<file path="src/rtl/snake_pkg.sv">
// Shared grid constants, widths and FSM state encoding for the snake food placer
// (also referenced by the game-control FSM for debug).
package snake_pkg;

  localparam int GRID_W = 10;
  localparam int GRID_H = 10;
  localparam int CELLS  = GRID_W * GRID_H;
  localparam int IDX_W  = 7;
  localparam int XY_W   = 4;

  typedef enum logic [2:0] {
    ST_IDLE   = 3'd0,
    ST_SAMPLE = 3'd1,
    ST_QUERY  = 3'd2,
    ST_WAIT   = 3'd3,
    ST_DONE   = 3'd4,
    ST_SCAN   = 3'd5,
    ST_FAIL   = 3'd6
  } place_state_e;

  // Linear successor of a cell index, wrapping at the grid size.
  function automatic logic [IDX_W-1:0] next_cell(input logic [IDX_W-1:0] idx,
                                                 input logic [IDX_W-1:0] cells);
    if (idx == cells - 7'd1) begin
      next_cell = 7'd0;
    end else begin
      next_cell = idx + 7'd1;
    end
  endfunction

endpackage

</file>
<file path="src/rtl/snake_idx_to_xy.sv">
// Combinational linear cell index -> X/Y split (constant divisor); shared with the renderer.
module snake_idx_to_xy #(
  parameter int GRID_W = snake_pkg::GRID_W
) (
  input  logic [6:0] idx,
  output logic [3:0] x,
  output logic [3:0] y
);

  localparam logic [6:0] GRID_W_C = 7'(GRID_W);

  assign x = 4'(idx % GRID_W_C);
  assign y = 4'(idx / GRID_W_C);

endmodule

</file>
<file path="src/rtl/snake_food_placer.sv">
// Rejection-samples LFSR values into a free grid cell for the next food item.
// Define SNAKE_FOOD_SCAN_FALLBACK_EN to add a linear scan (and o_Fail) after MAX_TRIES misses.
module snake_food_placer #(
  parameter int GRID_W    = 10,
  parameter int GRID_H    = 10,
  parameter int MAX_TRIES = 16
) (
  input  logic       i_Clk,
  input  logic       i_Rst,
  input  logic       i_Req,
  input  logic [6:0] i_RandNum,
  output logic       o_QueryEn,
  output logic [6:0] o_QueryIdx,
  input  logic       i_Occupied,
  output logic [6:0] o_FoodIdx,
  output logic [3:0] o_FoodX,
  output logic [3:0] o_FoodY,
  output logic       o_Valid,
  output logic       o_Fail,
  output logic       o_Busy
);
  import snake_pkg::*;

  localparam logic [6:0] CELLS_C   = 7'(GRID_W * GRID_H);
  localparam logic [7:0] TRY_MAX_C = 8'(MAX_TRIES);

  place_state_e state_r, state_s;
  logic [7:0]   try_r, try_s, try_inc_s;
  logic [6:0]   cand_r, cand_s, rand_cand_s;
  logic         rand_ok_s;
  logic         query_en_s;
  logic [3:0]   cand_x_s, cand_y_s;
  logic         query_en_r, valid_r, busy_r;
  logic [6:0]   query_idx_r, food_idx_r;
  logic [3:0]   food_x_r, food_y_r;
`ifdef SNAKE_FOOD_SCAN_FALLBACK_EN
  logic [6:0]   scan_cnt_r, scan_cnt_s;
  logic         scan_phase_r, scan_phase_s;
  logic         fail_r;
`endif

  // LFSR never emits 0, so subtracting one makes cell 0 reachable.
  assign rand_cand_s = i_RandNum - 7'd1;
  assign rand_ok_s   = (rand_cand_s < CELLS_C);
  assign try_inc_s   = (try_r == TRY_MAX_C) ? try_r : try_r + 8'd1;

  snake_idx_to_xy #(.GRID_W(GRID_W)) u_idx_to_xy (
    .idx (cand_r),
    .x   (cand_x_s),
    .y   (cand_y_s)
  );

  // Next-state, try/scan counters and candidate selection.
  always_comb begin
    state_s = state_r;
    try_s   = try_r;
    cand_s  = cand_r;
`ifdef SNAKE_FOOD_SCAN_FALLBACK_EN
    scan_cnt_s   = scan_cnt_r;
    scan_phase_s = scan_phase_r;
`endif
    case (state_r)
      ST_IDLE: begin
        if (i_Req) begin
          state_s = ST_SAMPLE;
          try_s   = 8'd0;
        end else begin
          state_s = ST_IDLE;
        end
      end
      ST_SAMPLE: begin
        cand_s = rand_cand_s;
        if (rand_ok_s) begin
          state_s = ST_QUERY;
        end else begin
          try_s = try_inc_s;
`ifdef SNAKE_FOOD_SCAN_FALLBACK_EN
          if (try_inc_s == TRY_MAX_C) begin
            state_s      = ST_SCAN;
            cand_s       = 7'd0;
            scan_cnt_s   = 7'd0;
            scan_phase_s = 1'b0;
          end else begin
            state_s = ST_SAMPLE;
          end
`else
          state_s = ST_SAMPLE;
`endif
        end
      end
      ST_QUERY: state_s = ST_WAIT;
      ST_WAIT: begin
        if (!i_Occupied) begin
          state_s = ST_DONE;
        end else begin
          try_s = try_inc_s;
`ifdef SNAKE_FOOD_SCAN_FALLBACK_EN
          if (try_inc_s == TRY_MAX_C) begin
            state_s      = ST_SCAN;
            cand_s       = next_cell(cand_r, CELLS_C);
            scan_cnt_s   = 7'd0;
            scan_phase_s = 1'b0;
          end else begin
            state_s = ST_SAMPLE;
          end
`else
          state_s = ST_SAMPLE;
`endif
        end
      end
      ST_DONE: state_s = ST_IDLE;
`ifdef SNAKE_FOOD_SCAN_FALLBACK_EN
      // Phase 0 issues the lookup, phase 1 consumes its result.
      ST_SCAN: begin
        if (!scan_phase_r) begin
          scan_phase_s = 1'b1;
        end else if (!i_Occupied) begin
          state_s = ST_DONE;
        end else if (scan_cnt_r == CELLS_C - 7'd1) begin
          state_s = ST_FAIL;
        end else begin
          scan_cnt_s   = scan_cnt_r + 7'd1;
          cand_s       = next_cell(cand_r, CELLS_C);
          scan_phase_s = 1'b0;
        end
      end
      ST_FAIL: state_s = ST_IDLE;
`endif
      default: state_s = ST_IDLE;
    endcase
  end

`ifdef SNAKE_FOOD_SCAN_FALLBACK_EN
  assign query_en_s = (state_s == ST_QUERY) || ((state_s == ST_SCAN) && !scan_phase_s);
`else
  assign query_en_s = (state_s == ST_QUERY);
`endif

  // FSM state and counter registers.
  always_ff @(posedge i_Clk or negedge i_Rst) begin
    if (!i_Rst) begin
      state_r <= ST_IDLE;
      try_r   <= 8'd0;
      cand_r  <= 7'd0;
`ifdef SNAKE_FOOD_SCAN_FALLBACK_EN
      scan_cnt_r   <= 7'd0;
      scan_phase_r <= 1'b0;
`endif
    end else begin
      state_r <= state_s;
      try_r   <= try_s;
      cand_r  <= cand_s;
`ifdef SNAKE_FOOD_SCAN_FALLBACK_EN
      scan_cnt_r   <= scan_cnt_s;
      scan_phase_r <= scan_phase_s;
`endif
    end
  end

  // Registered outputs decoded from the upcoming state; food registers load on DONE entry.
  always_ff @(posedge i_Clk or negedge i_Rst) begin
    if (!i_Rst) begin
      query_en_r  <= 1'b0;
      query_idx_r <= 7'd0;
      valid_r     <= 1'b0;
      busy_r      <= 1'b0;
      food_idx_r  <= 7'd0;
      food_x_r    <= 4'd0;
      food_y_r    <= 4'd0;
`ifdef SNAKE_FOOD_SCAN_FALLBACK_EN
      fail_r      <= 1'b0;
`endif
    end else begin
      query_en_r <= query_en_s;
      valid_r    <= (state_s == ST_DONE);
      busy_r     <= (state_s != ST_IDLE);
`ifdef SNAKE_FOOD_SCAN_FALLBACK_EN
      fail_r     <= (state_s == ST_FAIL);
`endif
      if (query_en_s) begin
        query_idx_r <= cand_s;
      end else begin
        query_idx_r <= query_idx_r;
      end
      if (state_s == ST_DONE) begin
        food_idx_r <= cand_r;
        food_x_r   <= cand_x_s;
        food_y_r   <= cand_y_s;
      end else begin
        food_idx_r <= food_idx_r;
        food_x_r   <= food_x_r;
        food_y_r   <= food_y_r;
      end
    end
  end

  assign o_QueryEn  = query_en_r;
  assign o_QueryIdx = query_idx_r;
  assign o_Valid    = valid_r;
  assign o_Busy     = busy_r;
  assign o_FoodIdx  = food_idx_r;
  assign o_FoodX    = food_x_r;
  assign o_FoodY    = food_y_r;
`ifdef SNAKE_FOOD_SCAN_FALLBACK_EN
  assign o_Fail     = fail_r;
`else
  assign o_Fail     = 1'b0;
`endif

endmodule

</file>
<file path="config.mk">
export PLATFORM = sky130hd
export DESIGN_NAME = snake_food_placer
export DESIGN_NICKNAME = d
export VERILOG_FILES = /design/src/rtl/snake_pkg.sv /design/src/rtl/snake_idx_to_xy.sv /design/src/rtl/snake_food_placer.sv
export SDC_FILE = /design/constraint.sdc
export NUM_CORES = 1
export LEC_CHECK = 0
export ABC_AREA = 1
export BUFFER_PORTS_ARGS = -buffer_cell sky130_fd_sc_hd__buf_2
export CAP_MARGIN = 20
export CORE_ASPECT_RATIO = 0.5
export CORE_MARGIN = 1.5
export CORE_UTILIZATION = 30
export CTS_CLUSTER_DIAMETER = 30
export CTS_CLUSTER_SIZE = 28
export DETAILED_ROUTE_END_ITERATION = 6
export GPL_TIMING_DRIVEN = 0
export PLACE_DENSITY = 0.57
export SKIP_CTS_REPAIR_TIMING = 1
export SLEW_MARGIN = 20
export SYNTH_ARGS = -nofsm -noshare
export SYNTH_HDL_FRONTEND = slang
export SYNTH_SLANG_ARGS = --single-unit
</file>
<file path="constraint.sdc">
create_clock -name i_Clk -period 5 [get_ports i_Clk]
set_input_delay 1.5 -clock i_Clk [delete_from_list [all_inputs] [get_ports i_Clk]]
set_output_delay 1.5 -clock i_Clk [all_outputs]
set_load 0.005 [all_outputs]
</file>
# After elaboration in Yosys (flattened, before gate mapping)
# Cells that the tools add are included.
# word_totals
register_bits	35
in_bits	11
output_inout_bits	26
wordCells	25
# op_classes
add_sub_neg	1
div_mod_pow	2
magnitude_cmp	1
n_eq_ne	5
mux	5
n_reduce_logical	2
# ops
operator	n
3-bit case mux with 4 select lines	1
3-bit by 2-bit equality test with 1-bit output (second input constant)	3
7-bit by 4-bit divider with 7-bit output (second input constant)	1
7-bit < comparator (second input constant)	1
7-bit by 4-bit modulo with 7-bit output (second input constant)	1
7-bit 2-to-1 mux	1
7-bit by 1-bit subtractor with 7-bit output (second input constant)	1
3-bit by 1-bit equality test with 1-bit output (second input constant)	1
3-bit equality test (second input constant)	1
3-bit zero test	1
3-bit 2-to-1 mux	1
3-bit nonzero test	1
2-bit 2-to-1 mux	1
1-bit 2-to-1 mux	1

# Depth between registers and ports, before layout
# depth
ltp_word	5
depth_mapped	20
mapped_depth_nobuf	20

# Cells and area by module
# A second synthesis with hierarchy kept.
# hier_totals
cells_unflattened	234
hier_area_um2	1853.0
# by_module_without_submodules
mod	instances	cells_per_inst	area_each_um2	seq_area_each_um2
snake_food_placer	1	171	1500.2	875.8
snake_idx_to_xy	1	63	352.8	0.0

# Worst setup path after synthesis
# Ideal clock, no wire load.
# synth_path
path_type	input to register
start	in i_RandNum[0]
end	reg query_idx_r[5], in the netlist o_QueryIdx[5]
setup_time_ps	121
arrival_time_ps	2681
required_ps	4879
setup_slack_ps	2198
stages	10
path_buffers	0
path_cell_list	inv_1 -> ha_1 -> nand2_1 -> nor3_1 -> xor2_1 -> nand3_1 -> nand2_1 -> inv_2 -> nor2_1 -> nor2_1
# synth_between
elab_chain_len	5
word_cells_on_any_way	6
cone_classes	add/sub: 1; order compare: 1; eq/ne: 1; mux: 3
# synth_lines
element	line_no	source
start: declaration	snake_food_placer.sv:11	input logic [6:0] i_RandNum,
7-bit by 1-bit subtractor with 7-bit output	snake_food_placer.sv:43	assign rand_cand_s = i_RandNum - 7'd1;
7-bit < comparator	snake_food_placer.sv:44	assign rand_ok_s = (rand_cand_s < CELLS_C);
2-bit 2-to-1 mux	snake_food_placer.sv:73	if (rand_ok_s) begin
3-bit case mux with 4 select lines	snake_food_placer.sv:62	case (state_r)
3-bit by 2-bit equality test with 1-bit output	snake_food_placer.sv:136	assign query_en_s = (state_s == ST_QUERY);
named net query_en_s	snake_food_placer.sv:31	logic query_en_s;
end signal: assignment	snake_food_placer.sv:181	query_idx_r <= cand_s;
end signal: assignment	snake_food_placer.sv:183	query_idx_r <= query_idx_r;
end: declaration	snake_food_placer.sv:34	logic [6:0] query_idx_r, food_idx_r;
# The timed path passes the listed nets, and every way through them passes these cells.
# A chain may end at the register's enable or synchronous reset.

# Worst setup path after layout
# Ends and elaborated chain as after synthesis.

==> metrics.csv <==
stage,metric,value,unit
logic_synthesis,synth_ff_type,dfrtp_1,
clock_tree,htreeDepth,2,
route,viasPerCell,4.39,
timing,fmax,0.351,GHz
setup_path,slowest_delay,0.25,ns
logic_synthesis,yosysWarnings,0,
grt,grt_pass1_vias,1359,
power_and_ir_drop,p_sw,693,µW
timing,clock_skew,0.00346,ns
clock_tree,clk_latency,0.28,ns
clock_tree,clk_pin_slew,0.07,ns
logic_synthesis,yosys-top-cells-count,"nand2_1, dfrtp_1, inv_1, nor2_1, o21ai_0",
logic_synthesis,yosysTopAreaCell,dfrtp_1,
final_layout,area_growth,20.5,%
logic_synthesis,synthMostInstantiatedCell,nand2_1,
floorplanning,row_count,19,
final_layout,finalNetCount,258,
final_layout,fillCellCount,562,
floorplanning,ios,37,
logic_synthesis,synth_nets,216,
timing,worst_slack,2.15,ns
route,drtIter0Drc,45,
floorplanning,start_util,0.310,
power_and_ir_drop,clockPowerShare,0.130,
setup_path,path_class,in2reg,
clock_tree,cts_max_path_buffers,2,
timing,slew_headroom,0.501,
job,drv_cap,0,
logic_synthesis,synthArstFlopShare,1.00,
place,gp_congestion,0.774,
timing,final.setup.tns,0,ns
setup_path,crit_fanout,8,
timing,rsz0062_at_grt,false,
route,wire_per_inst,11.4,µm
route,routed_wl,3630,µm
timing,maxSlewViolCount,0,
setup_path,cp_slowest_cell,nand2_1,
final_layout,final_layout_size_suffix_gt1_frac,0.261,
clock_tree,root_buffer,clkbuf_8,
power_and_ir_drop,powerDensity,732,nW/µm²
logic_synthesis,synth-seq-area-share,0.505,
route,drc_errors,0,
power_and_ir_drop,power.leakage,1.08,nW
timing,setup_viol,0,
grt,grt_antenna_before_repair,0,
grt,grt_pass1_wl,6310,µm
route,vias,1395,
clock_tree,cts_buffers,5,
timing,max_slew.worst_pin.slew,0.749,ns
place,io_buffers,35,
setup_path,cp-start-kind,input port,
final_layout,diodes,0,
final_layout,finish.utilization,0.373,
setup_path,worstPathArrival,3.02,ns
run_status,outcome,completed,
floorplanning,fp.dieArea,6100,µm²
timing,finalHoldViolCount,0,
power_and_ir_drop,ir_worst_vdd,0.202,mV
logic_synthesis,synth.distinct_cells,26,
floorplanning,die_y,56,µm
power_and_ir_drop,pwr-share-seq,0.326,
grt,grt.total_usage,0.134,
logic_synthesis,yosys-top-cells-area,"dfrtp_1, nand2_1, inv_1",
logic_synthesis,synth_top_area_frac,0.505,
floorplanning,die_w,109,µm
grt,gr-total-overflow,0,
route,ant_nets,0,
worst_hold_path,hold_path.class,reg2reg,
grt,grt_max_degree,35,
route,first_pass_iters,4,
setup_path,endpoint_kind,register,
logic_synthesis,synth_area,1690,µm²
power_and_ir_drop,pwr-share-comb,0.544,
setup_path,path_cells,buf_2 -> inv_1 -> ha_1 -> nand2_1 -> nor3_1 -> xor2_1 -> nand3_1 -> nand2_1 -> inv_2 -> nor2_1 -> nor2_1,
place,hpwl,2750,µm
logic_synthesis,synth-edff-count,0,
logic_synthesis,synth_cells,203,
floorplanning,coreArea,5440,µm²
logic_synthesis,ys_ff_latch,34,
clock_tree,clock_sinks,34,
place,post-place-ws,1.84,ns
timing,timing.final.crit_period,2.85,ns
clock_tree,cts_tree,done,
setup_path,cp.required,5.17,ns
logic_synthesis,avgSynthCellArea,8.30,µm²
power_and_ir_drop,internal_power,793,µW
power_and_ir_drop,swShare,0.466,
timing,min_period_over_period,0.570,
cell families (layout without fill, tap and decap cells):
group	after synthesis	in the layout	share of synthesized area
buffers and inverters	30	72	0.0713
other	1	1	0.00223
AND/OR/NAND/NOR	109	109	0.311
flip-flops	34	34	0.505
adder cells (fa/ha/maj)	2	2	0.0148
AO/OA/AOI/OAI	22	22	0.0698
XOR/XNOR	5	5	0.0260
area by class of cell:
| class | count | area, µm² | share of cell area |
|---|---|---|---|
| Tap cell | 73 | 91.3 | 0.0450 |
| Inverter | 26 | 97.6 | 0.0481 |
| Multi-Input combinational cell | 139 | 714 | 0.352 |
| Sequential cell | 34 | 851 | 0.419 |
| Clock inverter | 2 | 10.0 | 0.00493 |
| Clock buffer | 5 | 68.8 | 0.0339 |
| Buffer | 4 | 22.5 | 0.0111 |
| Timing Repair Buffer | 35 | 175 | 0.0863 |
stage by stage:
| stage | instance area, µm² | total power, mW | hold slack [ns] | instances |
|---|---|---|---|---|
| floorplan | 1690 | 1.07 | 0.472 | 203 |
| global placement | 1950 | 1.28 | 0.461 | 311 |
| detailed placement | 1950 | 1.30 | 0.460 | 311 |
| CTS | 2030 | 1.50 | 0.479 | 318 |
| global route | 2030 | 1.64 | 0.506 | 318 |
| finish | 2030 | 1.49 | 0.479 | 318 |
per-layer routing:
layer  part of all wire  GRT usage
met5                  0          0
met3              0.040     0.0363
met4              0.012     0.0451
met2               0.45      0.213
met1               0.50      0.176
registers in the layout, summed over array words and instances (netlist names):
| name | cells |
|---|---|
| o_Busy | 1 |
| o_FoodIdx | 7 |
| o_QueryEn | 1 |
| cand_r | 7 |
| o_Valid | 1 |
| o_FoodX | 3 |
| state_r | 3 |
| o_FoodY | 4 |
| o_QueryIdx | 7 |
critical path: cells and delay by family:
family	cells	cell delay, ns
buf+inv	3	0.31
xor+xnor	1	0.21
fa+ha+maj	1	0.20
simple gates	6	0.80
worst paths after layout:
check / end / slack, ns / startpoint / cells past startpoint
max in group asynchronous: o_FoodY[2]$_DFFE_PN0P_ / 3.24 / i_Rst / 1
hold / removal: o_FoodX[3]$_DFFE_PN0P_ / 0.48 / o_FoodX[3]$_DFFE_PN0P_ / 2
min in group asynchronous: o_FoodX[2]$_DFFE_PN0P_ / 1.28 / i_Rst / 1
setup reg to reg: o_FoodX[2]$_DFFE_PN0P_ / 2.73 / cand_r[4]$_DFF_PN0_ / 17
hold reg to reg: o_FoodX[3]$_DFFE_PN0P_ / 0.48 / o_FoodX[3]$_DFFE_PN0P_ / 2
setup / recovery: o_QueryIdx[5]$_DFFE_PN0P_ / 2.15 / i_RandNum[0] / 11
power groups by stage:
| stage | logic [mW] | registers (mW) | clock network, mW |
|---|---|---|---|
| 3_5_place_dp | 0.809 | 0.490 | 0 |
| 3_3_place_gp | 0.794 | 0.486 | 0 |
| 6_report | 0.809 | 0.484 | 0.193 |
| 4_1_cts | 0.813 | 0.487 | 0.200 |
| 5_1_grt | 0.923 | 0.503 | 0.218 |
| 2_1_floorplan | 0.583 | 0.487 | 0 |
placed cells by master (no fill, tap or decap):
| cell | n |
|---|---|
| conb_1 | 1 |
| nand2_2 | 8 |
| a31oi_1 | 2 |
| o211ai_1 | 2 |
| o21ai_1 | 1 |
| nand4_1 | 3 |
| nand3_2 | 5 |
| nor4_1 | 1 |
| buf_4 | 2 |
| inv_2 | 4 |
| nor3_2 | 1 |
| xor2_1 | 2 |
| nand3_1 | 12 |
| inv_1 | 21 |
| a21oi_1 | 4 |
| nor4_4 | 1 |
| nor3_1 | 2 |
| nor3_4 | 1 |
| clkbuf_8 | 5 |
| dfrtp_1 | 34 |
| buf_2 | 35 |
| nor2_1 | 16 |
| clkbuf_1 | 2 |
| xnor2_1 | 3 |
| nand2_1 | 59 |
| clkinv_1 | 1 |
| ha_1 | 2 |
| clkinv_2 | 2 |
| o21ai_0 | 13 |
(Power assumes the default switching activity.)
